==> src/rtl/mult_tdm_scheduler_if.sv <==
// Bundles the request/response side and the multiplier side of the TDM scheduler.
// Latency: none; this file only declares wires and their directions.
// Backpressure: req_ready per requester; the multiplier side has no stall.
//
// Ports (slave = scheduler view):
//   req_valid/req_ready, req_multiplier/req_multiplicand (packed, i at [i*WIDTH +: WIDTH])
//   resp_valid (one-hot pulse), resp_product
//   mult_start, mult_multiplier, mult_multiplicand -> multiplier
//   mult_product, mult_productDone                 <- multiplier
//   err_overrun (sticky)
interface mult_tdm_scheduler_if #(
  parameter int WIDTH   = 8,
  parameter int NUM_REQ = 2
);
  logic [NUM_REQ-1:0]       req_valid;
  logic [NUM_REQ-1:0]       req_ready;
  logic [NUM_REQ*WIDTH-1:0] req_multiplier;
  logic [NUM_REQ*WIDTH-1:0] req_multiplicand;
  logic [NUM_REQ-1:0]       resp_valid;
  logic [2*WIDTH-1:0]       resp_product;
  logic                     mult_start;
  logic [WIDTH-1:0]         mult_multiplier;
  logic [WIDTH-1:0]         mult_multiplicand;
  logic [2*WIDTH-1:0]       mult_product;
  logic                     mult_productDone;
  logic                     err_overrun;

  modport slave (
    input  req_valid, req_multiplier, req_multiplicand, mult_product, mult_productDone,
    output req_ready, resp_valid, resp_product, mult_start, mult_multiplier,
           mult_multiplicand, err_overrun
  );

  modport master (
    output req_valid, req_multiplier, req_multiplicand, mult_product, mult_productDone,
    input  req_ready, resp_valid, resp_product, mult_start, mult_multiplier,
           mult_multiplicand, err_overrun
  );
endinterface

==> src/rtl/mult_tdm_scheduler.sv <==
// Time-division scheduler sharing one sequential multiplier among NUM_REQ requesters.
// Latency: response exactly SLOT_CYCLES cycles after the owner's slot-start cycle.
// Backpressure: one-entry buffer per requester; req_ready low while that buffer is full.
//
// Ports: clk, rst (synchronous, active-high); bus = mult_tdm_scheduler_if.slave.
// A multiply is started at every slot start (dummy 0x0 if the owner has nothing
// buffered), so multiplier activity and response timing never depend on traffic.
module mult_tdm_scheduler #(
  parameter int WIDTH       = 8,
  parameter int NUM_REQ     = 2,
  parameter int SLOT_CYCLES = 12
) (
  input logic                  clk,
  input logic                  rst,
  mult_tdm_scheduler_if.slave  bus
);
  localparam int CW = $clog2(SLOT_CYCLES);
  localparam int OW = $clog2(NUM_REQ);
  localparam logic [CW-1:0] LAST_CNT  = CW'(SLOT_CYCLES - 1);
  localparam logic [OW-1:0] LAST_OWNR = OW'(NUM_REQ - 1);

  logic [CW-1:0]      slot_cnt;
  logic [OW-1:0]      owner;
  logic [NUM_REQ-1:0] buf_full;
  logic [WIDTH-1:0]   buf_a [NUM_REQ];
  logic [WIDTH-1:0]   buf_b [NUM_REQ];
  logic               active;
  logic               done_seen;
  logic [2*WIDTH-1:0] capture;
  logic [WIDTH-1:0]   op_a;
  logic [WIDTH-1:0]   op_b;
  logic [NUM_REQ-1:0] resp_valid_q;
  logic [2*WIDTH-1:0] resp_product_q;
  logic               err_q;

  logic               slot_first;
  logic               slot_last;
  logic               issue_full;
  logic [WIDTH-1:0]   issue_a;
  logic [WIDTH-1:0]   issue_b;
  logic               done_hit;
  logic               final_ok;
  logic [2*WIDTH-1:0] final_product;

  always_comb begin
    slot_first = (slot_cnt == '0);
    slot_last  = (slot_cnt == LAST_CNT);
    issue_full = buf_full[owner];
    issue_a    = issue_full ? buf_a[owner] : '0;
    issue_b    = issue_full ? buf_b[owner] : '0;
    // A done in cycle 0 belongs to the previous slot's operation; ignore it.
    done_hit   = active && !slot_first && bus.mult_productDone && !done_seen;
    // A done arriving in the very last cycle is still honoured via bypass.
    final_ok      = done_seen || done_hit;
    final_product = done_seen ? capture : (done_hit ? bus.mult_product : '0);
  end

  always_ff @(posedge clk) begin
    if (rst) begin
      slot_cnt       <= '0;
      owner          <= '0;
      buf_full       <= '0;
      active         <= 1'b0;
      done_seen      <= 1'b0;
      capture        <= '0;
      op_a           <= '0;
      op_b           <= '0;
      resp_valid_q   <= '0;
      resp_product_q <= '0;
      err_q          <= 1'b0;
      for (int i = 0; i < NUM_REQ; i++) begin
        buf_a[i] <= '0;
        buf_b[i] <= '0;
      end
    end else begin
      if (slot_last) begin
        slot_cnt <= '0;
        owner    <= (owner == LAST_OWNR) ? '0 : owner + 1'b1;
      end else begin
        slot_cnt <= slot_cnt + 1'b1;
      end

      for (int i = 0; i < NUM_REQ; i++) begin
        if (bus.req_valid[i] && !buf_full[i]) begin
          buf_full[i] <= 1'b1;
          buf_a[i]    <= bus.req_multiplier[i*WIDTH +: WIDTH];
          buf_b[i]    <= bus.req_multiplicand[i*WIDTH +: WIDTH];
        end
      end

      // Operands are frozen for the rest of the slot; buffer state sampled
      // here means a request landing at this same edge waits a full rotation.
      if (slot_first) begin
        op_a   <= issue_a;
        op_b   <= issue_b;
        active <= issue_full;
      end

      if (done_hit) begin
        capture   <= bus.mult_product;
        done_seen <= 1'b1;
      end

      resp_valid_q   <= '0;
      resp_product_q <= '0;
      if (slot_last && active) begin
        resp_valid_q[owner] <= 1'b1;
        resp_product_q      <= final_product;
        if (!final_ok) err_q <= 1'b1;
        buf_full[owner]     <= 1'b0;
        active              <= 1'b0;
        done_seen           <= 1'b0;
        capture             <= '0;
      end
    end
  end

  assign bus.req_ready         = ~buf_full;
  assign bus.mult_start        = slot_first && !rst;
  assign bus.mult_multiplier   = slot_first ? issue_a : op_a;
  assign bus.mult_multiplicand = slot_first ? issue_b : op_b;
  assign bus.resp_valid        = resp_valid_q;
  assign bus.resp_product      = resp_product_q;
  assign bus.err_overrun       = err_q;
endmodule

==> src/flat_wrapper.sv <==
// flat-port wrapper written by rule: the top's interface ports become plain ports
module mult_tdm_scheduler_flat 
#(
  parameter int WIDTH       = 8,
  parameter int NUM_REQ     = 2,
  parameter int SLOT_CYCLES = 12
)
  (clk, rst, bus_req_valid, bus_req_multiplier, bus_req_multiplicand, bus_mult_product, bus_mult_productDone, bus_req_ready, bus_resp_valid, bus_resp_product, bus_mult_start, bus_mult_multiplier, bus_mult_multiplicand, bus_err_overrun);
  mult_tdm_scheduler_if #(.WIDTH(WIDTH), .NUM_REQ(NUM_REQ)) bus_i ();
  input logic clk;
  input logic rst;
  input wire logic [$bits(bus_i.req_valid)-1:0] bus_req_valid;
  input wire logic [$bits(bus_i.req_multiplier)-1:0] bus_req_multiplier;
  input wire logic [$bits(bus_i.req_multiplicand)-1:0] bus_req_multiplicand;
  input wire logic [$bits(bus_i.mult_product)-1:0] bus_mult_product;
  input wire logic [$bits(bus_i.mult_productDone)-1:0] bus_mult_productDone;
  output wire logic [$bits(bus_i.req_ready)-1:0] bus_req_ready;
  output wire logic [$bits(bus_i.resp_valid)-1:0] bus_resp_valid;
  output wire logic [$bits(bus_i.resp_product)-1:0] bus_resp_product;
  output wire logic [$bits(bus_i.mult_start)-1:0] bus_mult_start;
  output wire logic [$bits(bus_i.mult_multiplier)-1:0] bus_mult_multiplier;
  output wire logic [$bits(bus_i.mult_multiplicand)-1:0] bus_mult_multiplicand;
  output wire logic [$bits(bus_i.err_overrun)-1:0] bus_err_overrun;
  assign bus_i.req_valid = bus_req_valid;
  assign bus_i.req_multiplier = bus_req_multiplier;
  assign bus_i.req_multiplicand = bus_req_multiplicand;
  assign bus_i.mult_product = bus_mult_product;
  assign bus_i.mult_productDone = bus_mult_productDone;
  assign bus_req_ready = bus_i.req_ready;
  assign bus_resp_valid = bus_i.resp_valid;
  assign bus_resp_product = bus_i.resp_product;
  assign bus_mult_start = bus_i.mult_start;
  assign bus_mult_multiplier = bus_i.mult_multiplier;
  assign bus_mult_multiplicand = bus_i.mult_multiplicand;
  assign bus_err_overrun = bus_i.err_overrun;
  mult_tdm_scheduler #(.WIDTH(WIDTH), .NUM_REQ(NUM_REQ), .SLOT_CYCLES(SLOT_CYCLES)) u_core (.clk(clk), .rst(rst), .bus(bus_i));
endmodule
==> config.mk <==
export PLATFORM = sky130hd
export DESIGN_NAME = mult_tdm_scheduler_flat
export DESIGN_NICKNAME = d
export VERILOG_FILES = /design/src/rtl/mult_tdm_scheduler_if.sv /design/src/rtl/mult_tdm_scheduler.sv /design/src/flat_wrapper.sv
export SDC_FILE = /design/constraint.sdc
export NUM_CORES = 1
export LEC_CHECK = 0
export ABC_AREA = 0
export CAP_MARGIN = 5
export CELL_PAD_IN_SITES_DETAIL_PLACEMENT = 0
export CELL_PAD_IN_SITES_GLOBAL_PLACEMENT = 2
export CORE_MARGIN = 2
export CORE_UTILIZATION = 31
export CTS_CLUSTER_SIZE = 14
export DETAILED_ROUTE_END_ITERATION = 7
export GPL_TIMING_DRIVEN = 0
export PLACE_DENSITY_LB_ADDON = 0.1
export SYNTH_ARGS = -nofsm -noshare
export SYNTH_HDL_FRONTEND = slang
export SYNTH_SLANG_ARGS = --single-unit
==> constraint.sdc <==
create_clock -name clk -period 2.1 [get_ports clk]
set_clock_uncertainty 0.15 [all_clocks]
set_input_delay 0.315 -clock clk [delete_from_list [all_inputs] [get_ports clk]]
set_output_delay 0.315 -clock clk [all_outputs]
set_load 0.01 [all_outputs]
# After elaboration in Yosys (flattened, before gate mapping)
# Memory sizes are Yosys's and may differ from the RTL's. A register that Yosys moved wholly into a read port is not among the register bits.
# Cells that the tools add are included.
dict set report word_totals {
  output_inout_bits 38
  elab_cells 78
  regBits 60
  n_memories 2
  ram_bits 32
}
# memory depth width read_ports rd_clocked_by_memory_dff write_ports line_no
set mem_list {}
lappend mem_list {u_core.buf_a 2 8 1 1 2 mult_tdm_scheduler.sv:25} ;# logic [WIDTH-1:0] buf_a [NUM_REQ];
lappend mem_list {u_core.buf_b 2 8 1 1 2 mult_tdm_scheduler.sv:26} ;# logic [WIDTH-1:0] buf_b [NUM_REQ];
dict set report classes {
  add_sub_neg 2
  order_cmp 2
  n_mux 32
  reduce_logical 19
  n_eq_ne 1
  bitwise 9
}
# operator count
set ops {}
lappend ops {{$mux W8} 8}
lappend ops {{$mux W16} 2}
lappend ops {{$mux W1} 20}
lappend ops {{$logic_and A1 B1 Y1} 8}
lappend ops {{$reduce_or A2 Y1} 3}
lappend ops {{$logic_not A1 Y1} 5}
lappend ops {{$add A4 B1 Y4 const B} 1}
lappend ops {{$eq A4 B4 Y1 const B} 1}
lappend ops {{$logic_not A4 Y1} 1}
lappend ops {{$not A2 Y2} 2}
lappend ops {{$or A1 B1 Y1} 4}
lappend ops {{$and A2 B2 Y2} 1}
lappend ops {{$lt A1 B2 Y1 const B} 1}
lappend ops {{$mux W2} 1}
lappend ops {{$not A1 Y1} 2}
lappend ops {{$reduce_and A2 Y1} 1}
lappend ops {{$add A1 B1 Y1 const B} 1}
lappend ops {{$demux W1 S1} 1}
lappend ops {{$ge A1 B1 Y1 const B} 1}
lappend ops {{$logic_or A1 B1 Y1} 1}

# Longest topological paths before layout
# Gate-level depths: netlist (run 1).
dict set report depth {
  word_depth 8
  mapped_depth 7
  mapped_depth_nobuf 5
}

# Worst setup path before layout (run 1)
# OpenSTA, ideal clock, no wires.
dict set report synth_path {
  path_type {reg2out}
  start {register u_core.slot_cnt[0]}
  end {output port bus_mult_multiplicand[5]}
  path_stages_with_launch 7
  path_slack_ps 276
  t_required_ps 1635
  path_buffers 1
  t_arrival_ps 1359
  cell_sequence {dfxtp_1 > inv_1 > ha_1 > nor3b_4 > nand2_2 > clkbuf_1 > o21ai_0}
}
dict set report synth_between {
  elab_chain_len 2
}
# element line_no
set synth_rtl {}
lappend synth_rtl {{from (decl)} mult_tdm_scheduler.sv:22} ;# logic [CW-1:0] slot_cnt;
lappend synth_rtl {{from (signal assigned)} mult_tdm_scheduler.sv:80} ;# slot_cnt <= slot_cnt + 1'b1;
lappend synth_rtl {{$logic_not A4 Y1} mult_tdm_scheduler.sv:46} ;# slot_first = (slot_cnt == '0);
lappend synth_rtl {{$mux W8} mult_tdm_scheduler.sv:121} ;# assign bus.mult_multiplicand = slot_first ? issue_b : op_b;
lappend synth_rtl {{to (decl)} flat_wrapper.sv:22} ;# output wire logic [$bits(bus_i.mult_multiplicand)-1:0] bus_mult_multiplicand;
# Every way passes these cells.

# Worst setup path in the final report (run 1)
dict set report layout_path {
  start {register u_core.slot_cnt[0]}
  end {output port bus_mult_multiplicand[6]}
}
# Same word-level chain as after synthesis.

==> flow_summary.rst, run 1 <==
.. list-table::
   :header-rows: 1

   * - Metric
     - Value
   * - Crit Path Max Fanout
     - 6
   * - Failing checks
     - negative setup slack
   * - Post-Synthesis Mean Instance Area
     - 10.5 µm²
   * - Post-Place Worst Slack
     - -676 ps
   * - Io pins
     - 91
   * - Max_cap viols
     - 0
   * - Post-synthesis cell count
     - 360
   * - Net switching share of the total power
     - 23.2%
   * - First drt pass iteration count
     - 4
   * - Delay of the slowest critical-path stage
     - 480 ps
   * - Count of synthesis-stage warnings from yosys
     - 0
   * - Class of the tightest hold or removal check
     - reg -> reg
   * - Cell taking the most area after synthesis
     - dfxtp_1
   * - Via count of the routed design
     - 2973
   * - TritonCTS clock tree
     - built
   * - Post-synthesis register bit count
     - 93
   * - Kind of launch point of the worst setup path
     - flip-flop
   * - Number of endpoints failing setup at the final stage
     - 17
   * - Switching power of the nets
     - 1030 µW
   * - Height of the chip
     - 114 µm
   * - Worst endpoint data arrival time
     - 1770 ps
   * - Number of placed instances, taps included
     - 596
   * - Maximum number of pins on one net before global-route repair
     - 17
   * - Share of the core filled with cells
     - 45.4%
   * - Wire length after detailed routing
     - 9580 µm
   * - Non-filler instance count after layout
     - 620
   * - Distinct cells, synth
     - 34
   * - Post-detailed-placement cell area
     - 4850 µm²
   * - Peak ir drop on the vdd network
     - 0.343 mV
   * - Met1 global-route usage
     - 20.1%
   * - Width of the die
     - 114 µm
   * - Drt initial violations
     - 143
   * - Number of clock sinks
     - 93
   * - Cell internal pwr
     - 3420 µW
   * - Number of design rule violations left after detail routing
     - 0
   * - Transition at the pin with the smallest max-transition slack
     - 538 ps
   * - Endpoint class of the critical path
     - output pin
   * - Final worst-path setup slack
     - -139 ps
   * - Routing layer with the top usage in global route
     - met2
   * - Wire length per cell after detailed routing
     - 15.5 µm
   * - Max Transition Viols Final
     - 0
   * - Sequential fraction of design power
     - 44.5%
   * - Initial core utilization
     - 31.5%
   * - Outcome
     - finished, violations left
   * - HPWL Detailed
     - 6440 µm
   * - Antenna-violating nets left
     - 0
   * - Min cycle time layout
     - 2240 ps
   * - Clock root buffer
     - clkbuf_16
   * - Share of cells above drive strength 1
     - 22.4%
   * - Leakage dissipation
     - 0.00201 µW
   * - RSZ-0062 raised after global routing
     - true
   * - Clock-pin slew on the worst setup and hold paths
     - 70 ps
   * - Global Route Usage Sum
     - 15.4%
   * - Met3 Track Usage GR
     - 3.12%
   * - Sequential cell area fraction in the yosys report
     - 57.9%
   * - M2 GR Usage
     - 25.8%
   * - Net count reported at finish
     - 523
   * - Worst path required time
     - 1630 ps
   * - Core footprint
     - 12000 µm²
   * - Top library cells by usage in the layout, fill and taps aside
     - clkdlybuf4s50_1 (72), dfxtp_1 (58), a21oi_1 (35)
   * - Most common library cell in the layout ignoring fill and taps
     - clkdlybuf4s50_1
   * - Hold-fix buffers, CTS
     - 0
   * - Critical path's slowest cell
     - or3b_4
   * - Number of global-route vias before repair
     - 2950
   * - Cell area power density
     - 820 nW/µm²
   * - Cell area after layout
     - 5430 µm²
   * - Number of antenna violations at the first check in global routing
     - 0
   * - Final worst-path cycle share
     - 107%
   * - Synth top area cells
     - dfxtp_1 (32%), edfxtp_1 (25%), and2_1 (5.5%), a21oi_1 (4.6%), mux2i_1 (4.5%)
   * - Global-route wire length before repair
     - 15500 µm
   * - Post-Syn Area
     - 3770 µm²
   * - Grt ovf
     - 0
   * - Input/output buffers
     - 89
   * - Worst skew pair latency
     - 340 ps
   * - Share of the synthesized area in the top cell type
     - 32.4%
   * - Diodes inserted
     - 0
   * - Critical path, cell by cell
     - inv_2 > ha_4 > or3b_4 > buf_8 > nand2_4 > o21ai_2 > buf_2
   * - Number of buffers created by CTS
     - 9
   * - Kind of critical path
     - reg -> out
   * - Fin. Hold Viols
     - 0
   * - Top achievable clock speed
     - 0.447 GHz
   * - Power share of the clock group
     - 42.8%
   * - Slew HR
     - 64.1%
   * - Part of the total power dissipated in combinational logic
     - 12.6%
   * - Maximum clock path buffer count
     - 2
   * - Placement row count
     - 40
   * - DIE AREA
     - 13100 µm²
   * - Area grow syn2layout
     - 43.9%
   * - Number of H-tree branching levels
     - 3
   * - Net count after synthesis
     - 415
   * - Via-to-Cell Ratio
     - 4.80
   * - Routability Congestion
     - 0.724
   * - Total negative slack
     - -2030 ps
area by class of cell:
class                           count  area, µm²
Inverter                            5       18.8
Fill cell                        1193       6540
Multi-Input combinational cell    233       1590
Tap cell                          147        184
Clock inverter                      5       86.3
Clock buffer                       11        275
Timing Repair Buffer               98        913
Sequential cell                    93       2190
Buffer                             28        175
per-layer routing:
metal	up-vias	routed length (µm)
met5	-	0
met4	0	73
met3	6	397
met2	72	4630
met1	1395	4490
li1	1500	-
power groups by stage:
| stage | Clock (µW) | Sequential (µW) | Combinational [µW] |
|---|---|---|---|
| 2_1_floorplan | 0 | 2010 | 223 |
| 3_3_place_gp | 0 | 2020 | 456 |
| 3_5_place_dp | 0 | 2020 | 455 |
| 4_1_cts | 1950 | 1980 | 561 |
| 5_1_grt | 2040 | 1990 | 619 |
| 6_report | 1910 | 1980 | 563 |
flip-flops by register name, indices dropped and copies added (netlist names), named ones only:
| signal | count |
|---|---|
| u_core.op_b | 8 |
| u_core.capture | 16 |
| u_core.op_a | 8 |
| u_core.active | 1 |
| u_core.bus.resp_product | 16 |
| u_core.owner | 1 |
| u_core.buf_b | 16 |
| u_core.bus.err_overrun | 1 |
| u_core.bus.resp_valid | 2 |
| u_core.buf_full | 2 |
| u_core.slot_cnt | 4 |
| u_core.done_seen | 1 |
| u_core.buf_a | 16 |
final timing paths:
kind                            from                           to  slack (ps)  depth (start not counted)
setup / recovery  u_core.slot_cnt[0]     bus_mult_multiplicand[6]        -140                          7
hold / removal    u_core.capture[11]  u_core.bus.resp_product[11]         300                          2
setup reg to reg  u_core.slot_cnt[0]   u_core.bus.resp_product[3]         210                          7
hold reg to reg   u_core.capture[11]  u_core.bus.resp_product[11]         300                          2
Yosys cell counts:
cell type   n
dfxtp_1    61
nand2_1    37
a21oi_1    35
and2_1     33
edfxtp_1   32
o21ai_0    32
mux2i_1    17
nand3_1    16
o31ai_1    16
or3b_1     15
clkbuf_1   14
buf_2      11
nor2_1      9
inv_1       5
a31oi_1     2
clkbuf_2    2
ha_1        2
nand2b_1    2
nand4b_1    2
nor3b_1     2
or3b_2      2
a22o_1      1
a311oi_1    1
and3b_1     1
buf_4       1
buf_6       1
mux2_2      1
nand2_2     1
nand3_2     1
nand3b_4    1
nor3_1      1
nor3b_4     1
o221a_2     1
xnor2_1     1
per-stage QoR:
| stage | total power (µW) | hold WS, ps |
|---|---|---|
| after floorplan | 2230 | 282 |
| after global placement | 2470 | 290 |
| after detailed placement | 2470 | 294 |
| after CTS | 4490 | 305 |
| after global routing | 4640 | 318 |
| final | 4450 | 303 |
critical path: cells and delay by family (launching register included):
kind	cells	cell delay, ps
DFF	1	320
AOI/OAI and AO/OA	1	60
buffers and inverters	3	380
and+or+nand+nor	2	530
adders and majority gates	1	130
kinds of logic (layout without fill, tap and decap cells):
logic type / count (synthesis) / after routing / synth area share [%]
simple gates: 124 / 124 / 19.1
flops: 93 / 93 / 57.9
compound gates: 88 / 88 / 13.2
buf+inv: 34 / 147 / 4.11
mux: 18 / 18 / 4.81
fa+ha+maj: 2 / 2 / 0.663
xor+xnor: 1 / 1 / 0.232
what timing repair did:
action,4_1_cts,5_1_grt
resized for setup,137,14
cloned,2,0
endpoints found under the setup margin,17,49
pin swaps,13,3
buffers inserted,6,1
Power figures use the tool's default switching activity.
==> run 2: changes to the inputs <==
Settings changed: CORE_UTILIZATION 31 to 32, CTS_BUF_LIST set to sky130_fd_sc_hd__clkbuf_8, SLEW_MARGIN set to 30.
==> flow_summary.rst, run 2 (synthesized netlist as in run 1, its figures left out) <==
.. list-table::
   :header-rows: 1

   * - Metric
     - Value
   * - Delay of the slowest critical-path stage
     - 460 ps (was 480 ps)
   * - Initial core utilization
     - 32.9% (was 31.5%)
   * - Depth of the most critical reg-to-reg path
     - 7 (unchanged)
   * - Number of buffers created by CTS
     - 9 (unchanged)
   * - Global Route Usage Sum
     - 15.4% (about the same)
   * - Failing checks
     - negative setup slack (unchanged)
   * - HPWL Detailed
     - 6540 µm (was 6440 µm)
   * - Outcome
     - finished, violations left (unchanged)
   * - Post-detailed-placement cell area
     - 4840 µm² (was 4850 µm²)
   * - Final hold slack
     - 298 ps (was 303 ps)
   * - Max Transition Viols Final
     - 0 (unchanged)
   * - Transition at the pin with the smallest max-transition slack
     - 754 ps (was 538 ps)
   * - Worst endpoint data arrival time
     - 1780 ps (was 1770 ps)
   * - First drt pass iteration count
     - 4 (unchanged)
   * - Critical path, cell by cell
     - inv_2 > ha_4 > or3b_4 > buf_6 > nand2_2 > o21ai_4 > buf_2 (was inv_2 > ha_4 > or3b_4 > buf_8 > nand2_4 > o21ai_2 > buf_2)
   * - Share of cells above drive strength 1
     - 23.8% (was 22.4%)
   * - Endpoint class of the critical path
     - output pin (unchanged)
   * - RSZ-0062 raised after global routing
     - true (unchanged)
   * - Stages on the worst setup path
     - 7 (unchanged)
   * - Global-route wire length before repair
     - 15000 µm (was 15500 µm)
   * - Clock-pin slew on the worst setup and hold paths
     - 90 ps (was 70 ps)
   * - Final worst-path setup slack
     - -145 ps (was -139 ps)
   * - Number of design rule violations left after detail routing
     - 0 (unchanged)
   * - Slew HR
     - 49.6% (was 64.1%)
   * - Grt ovf
     - 0 (unchanged)
   * - Height of the chip
     - 113 µm (was 114 µm)
   * - Post-Place Worst Slack
     - -627 ps (was -676 ps)
   * - Cell area power density
     - 730 nW/µm² (was 820 nW/µm²)
   * - Routing layer with the top usage in global route
     - met2 (unchanged)
   * - DIE AREA
     - 12700 µm² (was 13100 µm²)
   * - Maximum number of pins on one net before global-route repair
     - 17 (unchanged)
   * - Peak ir drop on the vdd network
     - 0.359 mV (was 0.343 mV)
   * - Max_cap viols
     - 0 (unchanged)
   * - CP endpoint
     - bus_mult_multiplicand[7] (was bus_mult_multiplicand[6])
   * - Number of global-route vias before repair
     - 2834 (was 2950)
   * - Most common library cell in the layout ignoring fill and taps
     - clkdlybuf4s50_1 (unchanged)
   * - Min cycle time layout
     - 2250 ps (was 2240 ps)
   * - Number of endpoints failing setup at the final stage
     - 17 (unchanged)
   * - Kind of launch point of the worst setup path
     - flip-flop (unchanged)
   * - Post-route total power
     - 4030 µW (was 4450 µW)
   * - Final worst-path cycle share
     - 107% (about the same)
   * - Core footprint
     - 11500 µm² (was 12000 µm²)
   * - Cell area after layout
     - 5530 µm² (was 5430 µm²)
   * - Met3 Track Usage GR
     - 5.13% (was 3.12%)
   * - Placement row count
     - 39 (was 40)
   * - Class of the tightest hold or removal check
     - reg -> reg (unchanged)
   * - Diodes inserted
     - 0 (unchanged)
   * - Clock root buffer
     - clkbuf_8 (was clkbuf_16)
   * - Wire length after detailed routing
     - 9770 µm (was 9580 µm)
   * - Worst Path Buf+Inv
     - 3 (unchanged)
   * - Endpoint of the most critical register-to-register path
     - u_core.bus.resp_product[11] (was u_core.bus.resp_product[3])
   * - Crit Path Max Fanout
     - 6 (unchanged)
   * - M2 GR Usage
     - 24.0% (was 25.8%)
   * - TritonCTS clock tree
     - built (unchanged)
   * - Width of the die
     - 113 µm (was 114 µm)
   * - Start point of the critical path
     - u_core.slot_cnt[0] (unchanged)
   * - Met1 global-route usage
     - 20.7% (was 20.1%)
   * - Worst skew pair latency
     - 360 ps (was 340 ps)
   * - Top achievable clock speed
     - 0.445 GHz (was 0.447 GHz)
   * - Hold-fix buffers, CTS
     - 0 (unchanged)
   * - Routability Congestion
     - 0.725 (was 0.724)
   * - Leakage dissipation
     - 0.00204 µW (was 0.00201 µW)
   * - Wire length per cell after detailed routing
     - 15.7 µm (was 15.5 µm)
   * - Number of antenna violations at the first check in global routing
     - 0 (unchanged)
   * - Net count reported at finish
     - 528 (was 523)
   * - Area grow syn2layout
     - 46.5% (was 43.9%)
   * - Top library cells by usage in the layout, fill and taps aside
     - clkdlybuf4s50_1 (72), dfxtp_1 (58), a21oi_1 (35) (unchanged)
   * - Reg-to-reg setup timing slack
     - 230 ps (was 210 ps)
   * - CP delay by family, top
     - simple AND/OR/NAND/NOR gates (unchanged)
   * - Non-filler instance count after layout
     - 621 (was 620)
   * - Number of H-tree branching levels
     - 3 (unchanged)
   * - Fin. Hold Viols
     - 0 (unchanged)
   * - Input/output buffers
     - 89 (unchanged)
   * - Via count of the routed design
     - 2981 (was 2973)
   * - Kind of critical path
     - reg -> out (unchanged)
   * - Startpoint of the worst register-to-register path
     - u_core.slot_cnt[0] (unchanged)
   * - Antenna-violating nets left
     - 0 (unchanged)
   * - Maximum clock path buffer count
     - 2 (unchanged)
   * - Via-to-Cell Ratio
     - 4.80 (about the same)
   * - Io pins
     - 91 (unchanged)
   * - Number of placed instances, taps included
     - 592 (was 596)
   * - Worst path required time
     - 1630 ps (about the same)
   * - Critical path's slowest cell
     - or3b_4 (unchanged)
   * - Drt initial violations
     - 107 (was 143)
   * - Number of clock sinks
     - 93 (unchanged)
[run 2: area by class of cell]
type,count,area (µm²)
clock buffers,10,138
clock inverters,6,103
fillers,1118,5940
plain buffers,28,175
well taps,143,179
inverters,5,18.8
repair buffers,103,1030
multi-input cells,233,1700
flip-flops and latches,93,2190
[run 2: worst min-delay path by stage]
stage / startpoint / slack (ps) / depth (start not counted) / endpoint
after floorplan: u_core.capture[10] / 280 / 2 / u_core.bus.resp_product[10]
after global routing: u_core.capture[13] / 310 / 2 / u_core.bus.resp_product[13]
after detailed placement: u_core.capture[10] / 290 / 2 / u_core.bus.resp_product[10]
after CTS: u_core.capture[13] / 300 / 2 / u_core.bus.resp_product[13]
final: u_core.capture[13] / 300 / 2 / u_core.bus.resp_product[13]
after global placement: u_core.capture[14] / 290 / 2 / u_core.bus.resp_product[14]
[run 2: worst min-delay path: stages (launching register included)]
cell	delay (ps)
dfxtp_1	310
nand2_1	50
a21oi_1	50
[run 2: per-stage QoR]
step                util (%)  TNS [ps]
floorplan                  -         0
global placement        42.2    -20540
detailed placement      42.2    -21460
CTS                     45.5     -2980
global route            48.2     -3640
finish                  48.2     -2200
[run 2: what timing repair did]
| action | CTS | global route |
|---|---|---|
| resized for setup | 132 | 49 |
| setup endpoints to repair | 17 | 17 |
| buffers inserted | 6 | 4 |
| pin swaps | 15 | 19 |
| gates cloned | 2 | 2 |
[run 2: routing by layer]
layer	share of wire (%)	up-vias	wire [µm]
met2	48	66	4690
met3	4.3	8	422
li1	-	1501	-
met1	47	1406	4570
met5	0	-	0
met4	1.0	0	99
[run 2: report_power, final]
part	leakage [µW]	internal (µW)	switching [µW]
Sequential	0.000838	1950	39.0
Clock	0.000129	813	612
Combinational	0.00107	308	314
==> run 3: changes to the inputs <==
Settings changed: CORE_MARGIN 2 to unset.
==> flow_summary.rst, run 3 (synthesized netlist as in run 1, its figures left out) <==
.. list-table::
   :header-rows: 1

   * - Metric
     - Value
   * - Failing checks
     - negative setup slack (unchanged)
   * - Worst path required time
     - 1630 ps (about the same)
   * - Max_cap viols
     - 0 (unchanged)
   * - Maximum clock path buffer count
     - 2 (unchanged)
   * - Final worst-path cycle share
     - 108% (was 107%)
   * - Placement row count
     - 39 (unchanged)
   * - Cell area after layout
     - 5510 µm² (was 5530 µm²)
   * - RSZ-0062 raised after global routing
     - true (unchanged)
   * - Final worst-path setup slack
     - -170 ps (was -145 ps)
   * - Io pins
     - 91 (unchanged)
   * - Routability Congestion
     - 0.700 (was 0.725)
   * - Transition at the pin with the smallest max-transition slack
     - 599 ps (was 754 ps)
   * - Peak ir drop on the vdd network
     - 0.359 mV (about the same)
   * - Initial core utilization
     - 32.9% (unchanged)
   * - Clock root buffer
     - clkbuf_8 (unchanged)
   * - Via count of the routed design
     - 2980 (was 2981)
   * - Cell area power density
     - 702 nW/µm² (was 730 nW/µm²)
   * - Number of buffers created by CTS
     - 9 (unchanged)
   * - Number of global-route vias before repair
     - 2972 (was 2834)
   * - Width of the die
     - 111 µm (was 113 µm)
   * - Worst endpoint data arrival time
     - 1800 ps (was 1780 ps)
   * - Number of antenna violations at the first check in global routing
     - 0 (unchanged)
   * - Max Transition Viols Final
     - 0 (unchanged)
   * - Cell internal pwr
     - 2910 µW (was 3070 µW)
   * - Global-route wire length before repair
     - 14700 µm (was 15000 µm)
   * - First drt pass iteration count
     - 4 (unchanged)
   * - Core footprint
     - 11500 µm² (unchanged)
   * - Top achievable clock speed
     - 0.441 GHz (was 0.445 GHz)
   * - Share of cells above drive strength 1
     - 24.5% (was 23.8%)
   * - HPWL Detailed
     - 6490 µm (was 6540 µm)
   * - Top library cells by usage in the layout, fill and taps aside
     - clkdlybuf4s50_1 (72), dfxtp_1 (58), a21oi_1 (35) (unchanged)
   * - Antenna-violating nets left
     - 0 (unchanged)
   * - Net count reported at finish
     - 528 (unchanged)
   * - Crit Path Max Fanout
     - 6 (unchanged)
   * - Wire length after detailed routing
     - 9470 µm (was 9770 µm)
   * - Fill cell count
     - 1091 (was 1118)
   * - Number of clock sinks
     - 93 (unchanged)
   * - Post-route total power
     - 3870 µW (was 4030 µW)
   * - Total negative slack
     - -2460 ps (was -2200 ps)
   * - Leakage dissipation
     - 0.00205 µW (was 0.00204 µW)
   * - Slew HR
     - 60.1% (was 49.6%)
   * - Input/output buffers
     - 89 (unchanged)
   * - Number of endpoints failing setup at the final stage
     - 17 (unchanged)
   * - Clock-pin slew on the worst setup and hold paths
     - 90 ps (about the same)
   * - Height of the chip
     - 111 µm (was 113 µm)
   * - Diodes inserted
     - 0 (unchanged)
   * - Number of design rule violations left after detail routing
     - 0 (unchanged)
   * - Wire length per cell after detailed routing
     - 15.2 µm (was 15.7 µm)
   * - Net switching share of the total power
     - 25.0% (was 23.9%)
   * - Global Route Usage Sum
     - 15.4% (about the same)
   * - Grt ovf
     - 0 (unchanged)
   * - TritonCTS clock tree
     - built (unchanged)
   * - Power share of the clock group
     - 32.5% (was 35.3%)
   * - Post-detailed-placement cell area
     - 4840 µm² (unchanged)
   * - Final hold slack
     - 309 ps (was 298 ps)
   * - Area grow syn2layout
     - 46.2% (was 46.5%)
   * - Drt initial violations
     - 74 (was 107)
   * - Fin. Hold Viols
     - 0 (unchanged)
   * - Worst skew pair latency
     - 360 ps (about the same)
   * - Most common library cell in the layout ignoring fill and taps
     - clkdlybuf4s50_1 (unchanged)
   * - Switching power of the nets
     - 966 µW (was 965 µW)
   * - Number of H-tree branching levels
     - 3 (unchanged)
   * - Non-filler instance count after layout
     - 621 (unchanged)
   * - Maximum number of pins on one net before global-route repair
     - 17 (unchanged)
   * - Sequential fraction of design power
     - 51.3% (was 49.3%)
   * - Number of placed instances, taps included
     - 592 (unchanged)
   * - Outcome
     - finished, violations left (unchanged)
   * - Part of the total power dissipated in combinational logic
     - 16.2% (was 15.4%)
   * - Class of the tightest hold or removal check
     - reg -> reg (unchanged)
   * - DIE AREA
     - 12200 µm² (was 12700 µm²)
   * - Via-to-Cell Ratio
     - 4.80 (about the same)
   * - Kind of critical path
     - reg -> out (unchanged)
   * - Kind of launch point of the worst setup path
     - flip-flop (unchanged)
   * - Endpoint class of the critical path
     - output pin (unchanged)
   * - Min cycle time layout
     - 2270 ps (was 2250 ps)
run 3: what timing repair did:
item | in CTS | in global routing
resized for setup | 125 | 55
gates cloned | 1 | 3
buffers inserted | 7 | 3
pin swaps | 3 | 23
endpoints found under the setup margin | 17 | 34
hold buffers | 0 | 0
run 3: metal layers:
layer,GRT usage (%),wire length [µm],vias to the layer above
met4,4.27,87,0
met1,19.4,4390,1412
met2,25.7,4590,68
met5,0,0,-
li1,-,-,1494
met3,4.39,408,6
run 3: final timing paths:
check / from / to / slack [ps] / cells past startpoint
setup / recovery: u_core.slot_cnt[0] / bus_mult_multiplicand[6] / -170 / 7
hold / removal: u_core.capture[4] / u_core.bus.resp_product[4] / 310 / 2
setup reg to reg: u_core.slot_cnt[1] / u_core.bus.resp_product[11] / 130 / 8
hold reg to reg: u_core.capture[4] / u_core.bus.resp_product[4] / 310 / 2
run 3: power groups by stage:
stage          sequential (µW)  combinational (µW)  clock, µW
2_1_floorplan             2010                 223          0
3_3_place_gp              2020                 451          0
3_5_place_dp              2020                 455          0
4_1_cts                   1980                 532       1310
5_1_grt                   2000                 679       1350
6_report                  1990                 627       1260
run 3: worst max-delay path: stages, from the launching register on:
cell and delay [ps]:
dfxtp_2 330, inv_2 60, ha_4 130, or3b_4 470, clkbuf_16 210, nand2_4 60, o21ai_4 60, buf_6 130
run 3: cell type report:
class	count	area (µm²)	share of cell area (%)
clock buffers	12	165	3.00
clock inverters	4	47.5	0.862
multi-input cells	233	1700	30.8
inverters	5	18.8	0.340
well taps	143	179	3.25
repair buffers	103	1040	18.8
flip-flops and latches	93	2190	39.7
plain buffers	28	179	3.25
run 3: through the flow:
| step | worst slack, ps | util (%) |
|---|---|---|
| 2_1_floorplan | 276 | - |
| 3_3_place_gp | -623 | 42.2 |
| 3_5_place_dp | -637 | 42.2 |
| 4_1_cts | -189 | 45.1 |
| 5_1_grt | -230 | 48.1 |
| 6_report | -170 | 48.1 |
